==> src/rtl/cascade_sequencer.sv <==
// cascade_sequencer: 8259A cascade controller that tracks the INTA pulse train and arbitrates the data bus.
// Build option CASCADE_TIMEOUT_EN adds an inter-pulse timeout that aborts a stalled sequence.
module cascade_sequencer #(
    parameter int CAS_WIDTH   = 3,
    parameter int NUM_IR      = 8,
    parameter int ACK_TIMEOUT = 64
) (
    input  logic                 clock,
    input  logic                 reset_n,
    input  logic                 single_or_cascade_config,
    input  logic                 mode_8086_config,
    input  logic                 buffered_mode_config,
    input  logic                 buffered_master_or_slave_config,
    input  logic                 slave_program_n,
    input  logic [NUM_IR-1:0]    cascade_device_config,
    input  logic                 interrupt_acknowledge_n,
    input  logic [CAS_WIDTH-1:0] acknowledge_ir,
    input  logic [CAS_WIDTH-1:0] cascade_in,
    output logic [CAS_WIDTH-1:0] cascade_out,
    output logic                 cascade_io,
    output logic                 cascade_slave,
    output logic                 cascade_slave_enable,
    output logic                 interrupt_from_slave_device,
    output logic                 output_vector_enable,
    output logic                 buffer_enable,
    output logic [1:0]           ack_pulse_index,
    output logic                 ack_done,
    output logic                 ack_abort,
    output logic [2:0]           fsm_state
);

    typedef enum logic [2:0] {
        IDLE = 3'd0,
        P1   = 3'd1,
        G1   = 3'd2,
        P2   = 3'd3,
        G2   = 3'd4,
        P3   = 3'd5
    } state_t;

    state_t                state_q, state_d;
    logic                  inta_prev_q;
    logic                  single_q, single_d;
    logic                  m8086_q, m8086_d;
    logic                  buf_q, buf_d;
    logic                  slave_q, slave_d;
    logic [CAS_WIDTH-1:0]  ir_q, ir_d;
    logic [NUM_IR-1:0]     cfg_q, cfg_d;
    logic                  cse_q, cse_d;
    logic [CAS_WIDTH-1:0]  cas_out_q, cas_out_d;
    logic                  ifsd_q, ifsd_d;
    logic                  ove_q, ove_d;
    logic                  buf_en_q, buf_en_d;
    logic [1:0]            idx_q, idx_d;
    logic                  done_q, done_d;
    logic                  fall, rise, master, vector_ok;

`ifdef CASCADE_TIMEOUT_EN
    localparam int CNT_W = ($clog2(ACK_TIMEOUT) + 1 > 8) ? $clog2(ACK_TIMEOUT) + 1 : 8;
    logic [CNT_W-1:0] cnt_q, cnt_d;
    logic             abort_q, abort_d;
`endif

    // Role is live from the pins; the sequence itself uses the copy latched at P1 entry.
    assign cascade_slave = ~single_or_cascade_config &
                           (buffered_mode_config ? ~buffered_master_or_slave_config : ~slave_program_n);
    assign cascade_io    = ~single_or_cascade_config & ~cascade_slave;

    always_comb begin
        fall     = inta_prev_q & ~interrupt_acknowledge_n;
        rise     = ~inta_prev_q & interrupt_acknowledge_n;
        state_d  = state_q;
        single_d = single_q;
        m8086_d  = m8086_q;
        buf_d    = buf_q;
        slave_d  = slave_q;
        ir_d     = ir_q;
        cfg_d    = cfg_q;
        cse_d    = cse_q;
        done_d   = 1'b0;
        case (state_q)
            IDLE: if (fall) begin
                state_d  = P1;
                single_d = single_or_cascade_config;
                m8086_d  = mode_8086_config;
                buf_d    = buffered_mode_config;
                slave_d  = cascade_slave;
                ir_d     = acknowledge_ir;
                cfg_d    = cascade_device_config;
                cse_d    = 1'b0;
            end
            P1: if (rise) begin
                state_d = G1;
                cse_d   = slave_q & (cascade_in == cfg_q[CAS_WIDTH-1:0]);
            end
            G1: if (fall) state_d = P2;
            P2: if (rise) begin
                if (m8086_q) begin
                    state_d = IDLE;
                    done_d  = 1'b1;
                end else begin
                    state_d = G2;
                end
            end
            G2: if (fall) state_d = P3;
            P3: if (rise) begin
                state_d = IDLE;
                done_d  = 1'b1;
            end
            default: state_d = IDLE;
        endcase

`ifdef CASCADE_TIMEOUT_EN
        abort_d = 1'b0;
        cnt_d   = '0;
        // A falling edge on the terminal-count cycle takes priority over the abort.
        if ((state_q == G1 || state_q == G2) && !fall) begin
            if (cnt_q == CNT_W'(ACK_TIMEOUT - 1)) begin
                state_d = IDLE;
                abort_d = 1'b1;
            end else begin
                cnt_d = cnt_q + 1'b1;
            end
        end
`endif

        if (state_d == IDLE) cse_d = 1'b0;

        master    = ~slave_d & ~single_d;
        ifsd_d    = (state_d != IDLE) & master & cfg_d[ir_d];
        cas_out_d = ((state_d != IDLE) & master) ? ir_d : '0;
        vector_ok = single_d | (master ? ~ifsd_d : cse_d);
        ove_d     = 1'b0;
        idx_d     = 2'd0;
        case (state_d)
            P1: begin
                ove_d = ~m8086_d & ~slave_d;
                idx_d = 2'd1;
            end
            P2: begin
                ove_d = vector_ok;
                idx_d = 2'd2;
            end
            P3: begin
                ove_d = vector_ok;
                idx_d = 2'd3;
            end
            default: begin
                ove_d = 1'b0;
                idx_d = 2'd0;
            end
        endcase
        buf_en_d = buf_d & ove_d;
    end

    always_ff @(posedge clock) begin
        if (!reset_n) begin
            state_q     <= IDLE;
            inta_prev_q <= 1'b1;
            single_q    <= 1'b0;
            m8086_q     <= 1'b0;
            buf_q       <= 1'b0;
            slave_q     <= 1'b0;
            ir_q        <= '0;
            cfg_q       <= '0;
            cse_q       <= 1'b0;
            cas_out_q   <= '0;
            ifsd_q      <= 1'b0;
            ove_q       <= 1'b0;
            buf_en_q    <= 1'b0;
            idx_q       <= 2'd0;
            done_q      <= 1'b0;
`ifdef CASCADE_TIMEOUT_EN
            cnt_q       <= '0;
            abort_q     <= 1'b0;
`endif
        end else begin
            state_q     <= state_d;
            inta_prev_q <= interrupt_acknowledge_n;
            single_q    <= single_d;
            m8086_q     <= m8086_d;
            buf_q       <= buf_d;
            slave_q     <= slave_d;
            ir_q        <= ir_d;
            cfg_q       <= cfg_d;
            cse_q       <= cse_d;
            cas_out_q   <= cas_out_d;
            ifsd_q      <= ifsd_d;
            ove_q       <= ove_d;
            buf_en_q    <= buf_en_d;
            idx_q       <= idx_d;
            done_q      <= done_d;
`ifdef CASCADE_TIMEOUT_EN
            cnt_q       <= cnt_d;
            abort_q     <= abort_d;
`endif
        end
    end

    assign cascade_out                 = cas_out_q;
    assign cascade_slave_enable        = cse_q;
    assign interrupt_from_slave_device = ifsd_q;
    assign output_vector_enable        = ove_q;
    assign buffer_enable               = buf_en_q;
    assign ack_pulse_index             = idx_q;
    assign ack_done                    = done_q;
    assign fsm_state                   = state_q;
`ifdef CASCADE_TIMEOUT_EN
    assign ack_abort                   = abort_q;
`else
    assign ack_abort                   = 1'b0;
`endif

endmodule

==> config.mk <==
export PLATFORM = sky130hd
export DESIGN_NAME = cascade_sequencer
export DESIGN_NICKNAME = d
export VERILOG_FILES = /design/src/rtl/cascade_sequencer.sv
export SDC_FILE = /design/constraint.sdc
export NUM_CORES = 1
export LEC_CHECK = 0
export BUFFER_PORTS_ARGS = -buffer_cell sky130_fd_sc_hd__buf_2
export CAP_MARGIN = 20
export CORE_MARGIN = 3
export CORE_UTILIZATION = 55
export DETAILED_ROUTE_END_ITERATION = 12
export HOLD_SLACK_MARGIN = 0.05
export PLACE_DENSITY = 0.93
export SYNTH_ARGS = -nofsm -noshare
export SYNTH_HDL_FRONTEND = slang
export SYNTH_SLANG_ARGS = --single-unit
==> constraint.sdc <==
create_clock -name clock -period 3.4 [get_ports clock]
set_clock_uncertainty 0.15 [all_clocks]
set_input_delay 0.51 -clock clock [delete_from_list [all_inputs] [get_ports clock]]
set_output_delay 0.51 -clock clock [all_outputs]
set_load 0.01 [all_outputs]
==> results.cfg <==
[layout]
multi_input_area_um2 = 731
antenna_cells = 0
area.sequential_um2 = 581
fill_cells = 167
nets = 207
layout.cells.non_filler = 214
area_growth_pct = 18.7
layout-drive-gt1-share_pct = 32.3

[route]
antenna_left = 0
num_vias = 1206
finalWirelength_um = 3070
routedWlPerCell_um = 14.4
drc = 0
drt-vias-per-instance = 5.64
firstDrtPassIters = 4
drtIter0Drc = 30

[grt]
antenna_found_initial = 0
grt_max_degree = 22
grt_pass1_vias = 1192
globalRouteTotalUtil_pct = 21.6
grt_overflow_total = 0
grt_pass1_wl_um = 5200

[power_and_ir_drop]
leakage_nw = 0.685
powerDensity_nw_per_um2 = 484
ir_drop_mv = 0.407

[setup_path]
startpoint_type = flip-flop
max_stage_delay_ns = 0.63
ff2ff_path_depth = 5
crit_path_end_kind = flip-flop
cp_data_required_time_ns = 3.48
r2r-end = buffer_enable$_SDFF_PN0_
reg2reg_from = fsm_state[1]$_SDFF_PN0_
crit_slowest_cell = dfxtp_1
path_cells = nor3_4 -> nand2_1 -> nand2_1 -> o211a_2 -> a2111oi_2
cpMostUsedCell = nand2_1
cp_max_fo = 15
arrival_ns = 2.32
crit_type = flip-flop to flip-flop
rrSetupSlack_ns = 1.16

[sta]
finalHoldViolations = 0
timing.fmax_mhz = 446
tightestPinTransition_ns = 0.681
fin_crit_ns = 2.24
tns_ns = 0
holdWs_ns = 0.247
relSlewSlack_pct = 54.5
slew_viol_final = 0
rsz0062_at_grt = false
setup_viol = 0
finalCritPeriodShare_pct = 66.0

[placement]
dp.cells = 206
io_buffer_count = 36
dp_hpwl_um = 2310
gp_congestion = 0.964

[clock_tree]
htree_levels = 2
cts_made_buffers = 5
cts_resized = 0
cts.sinks = 29
cts-root-buf = clkbuf_4
cts.path.max_buffers = 2
cts_tree = yes
path_clk_slew_ns = 0.09
post_cts_buffers = 0
ctsHoldBuffers = 0
clock_latency_ns = 0.33

[floorplanning]
ioPinCount = 38
die_height_um = 55.8
die_width_um = 55.8
fp.dieArea_um2 = 3110
num_rows = 17
start_util_pct = 59.9
core_um2 = 2280

[run_status]
status = finished, final reports clean

[synth]
syn_area_per_cell_um2 = 9.15
ys_types = 37
ys.warnings.count = 0
synth_area_um2 = 1360
synth.net_count = 171
yosysSeqAreaShare_pct = 42.6
synth_edf_count = 0
ys.flop_type = dfxtp_1
async_flop_share_pct = 0
synth-seq-cells = 29
netlist_instances = 149

[min_path]
hold_path.class = input port to flip-flop
worstHoldPathCells = 2
min_from = reset_n
min_delay_worst_endpoint = inta_prev_q$_SDFF_PN1_

[run]
maxCapViolations = 0
[per-layer routing]
metal  wire (um)  up-vias  part of all wire [%]  GRT usage [%]
li1            -      589                     -              -
met1        1280      564                    42           24.0
met2        1500       41                    49           34.6
met3         188       12                   6.1           7.19
met4         103        0                   3.4           14.6
met5           0        -                     0              0
[cells in the final DEF (no fill, tap or decap), types with 4 or more instances in the layout]
cell      netlist  final
nor2b_1         5      5
nor2_1         16     16
clkbuf_4        0      5
a21oi_1        18     18
dfxtp_1        29     29
mux4_2          4      4
buf_2           0     36
nand2_1        28     28
xor2_1          4      4
[metrics by stage]
stage	util [%]	instance area, um2	total power, W	worst slack, ns
global route	71.1	1620	0.000823	0.939
global placement	67.4	1530	0.000492	1.24
floorplan	-	1360	0.000459	1.45
finish	71.1	1620	0.000783	1.16
detailed placement	67.4	1530	0.000498	1.18
CTS	71.1	1620	0.000786	1.17
[worst max-delay path, delay by kind of cell (launching register included)]
family           cells  cell delay, ns
AND/OR/NAND/NOR      3            0.76
flip-flops           1            0.63
AO/OA/AOI/OAI        2            0.61
[cells by family after synthesis]
group | count (synthesis) | share of synthesized area (%)
AO/OA/AOI/OAI | 29 | 14.0
buffers and inverters | 9 | 3.85
AND/OR/NAND/NOR | 69 | 27.1
multiplexers | 8 | 9.63
flip-flops | 29 | 42.6
XOR/XNOR | 4 | 2.57
other | 1 | 0.275
[Yosys cell counts (2+ instances only)]
| library cell | number | area [um2] |
|---|---|---|
| a2111oi_2 | 2 | 30.0 |
| a21oi_1 | 18 | 90.1 |
| buf_6 | 2 | 22.5 |
| clkbuf_1 | 3 | 11.3 |
| dfxtp_1 | 29 | 581 |
| inv_1 | 2 | 7.51 |
| mux2i_1 | 3 | 30.0 |
| mux4_2 | 4 | 90.1 |
| nand2_1 | 28 | 105 |
| nand2b_1 | 3 | 18.8 |
| nand3b_1 | 2 | 15.0 |
| nor2_1 | 16 | 60.1 |
| nor2b_1 | 5 | 31.3 |
| nor3_1 | 3 | 15.0 |
| nor3b_1 | 2 | 15.0 |
| nor4_1 | 2 | 12.5 |
| o21ai_0 | 2 | 10.0 |
| xor2_1 | 4 | 35.0 |
[registers in the layout, indices dropped and copies added (netlist names), 2 cells and up]
register / cells
ack_pulse_index: 2
ir_q: 3
cfg_q: 8
cascade_out: 3
fsm_state: 3
[layout make-up]
cell class,count,share of cell area (%)
multi-input cells,111,45.1
flip-flops and latches,29,35.9
repair buffers,36,11.1
clock buffers,7,3.40
well taps,28,2.16
clock inverters,1,1.85
inverters,2,0.464
[report_power, final]
part,internal [W],switching (W),total [W]
registers,0.000356,0.0000131,0.000369
logic,0.0000549,0.0000673,0.000122
clock network,0.000175,0.000116,0.000292
total,0.000587,0.000197,0.000783
[worst max-delay path by stage]
stage                            startpoint                                endpoint  slack (ns)  depth (start not counted)
floorplan              buffered_mode_config  interrupt_from_slave_device$_SDFF_PN0_        1.45                          5
global placement    interrupt_acknowledge_n  interrupt_from_slave_device$_SDFF_PN0_        1.24                          6
detailed placement  interrupt_acknowledge_n               cascade_out[0]$_SDFF_PN0_        1.18                          6
CTS                 fsm_state[1]$_SDFF_PN0_                buffer_enable$_SDFF_PN0_        1.17                          5
global route        fsm_state[1]$_SDFF_PN0_                buffer_enable$_SDFF_PN0_        0.94                          5
finish              fsm_state[1]$_SDFF_PN0_                buffer_enable$_SDFF_PN0_        1.16                          5
Note: power is estimated with default switching activity, not from simulation.
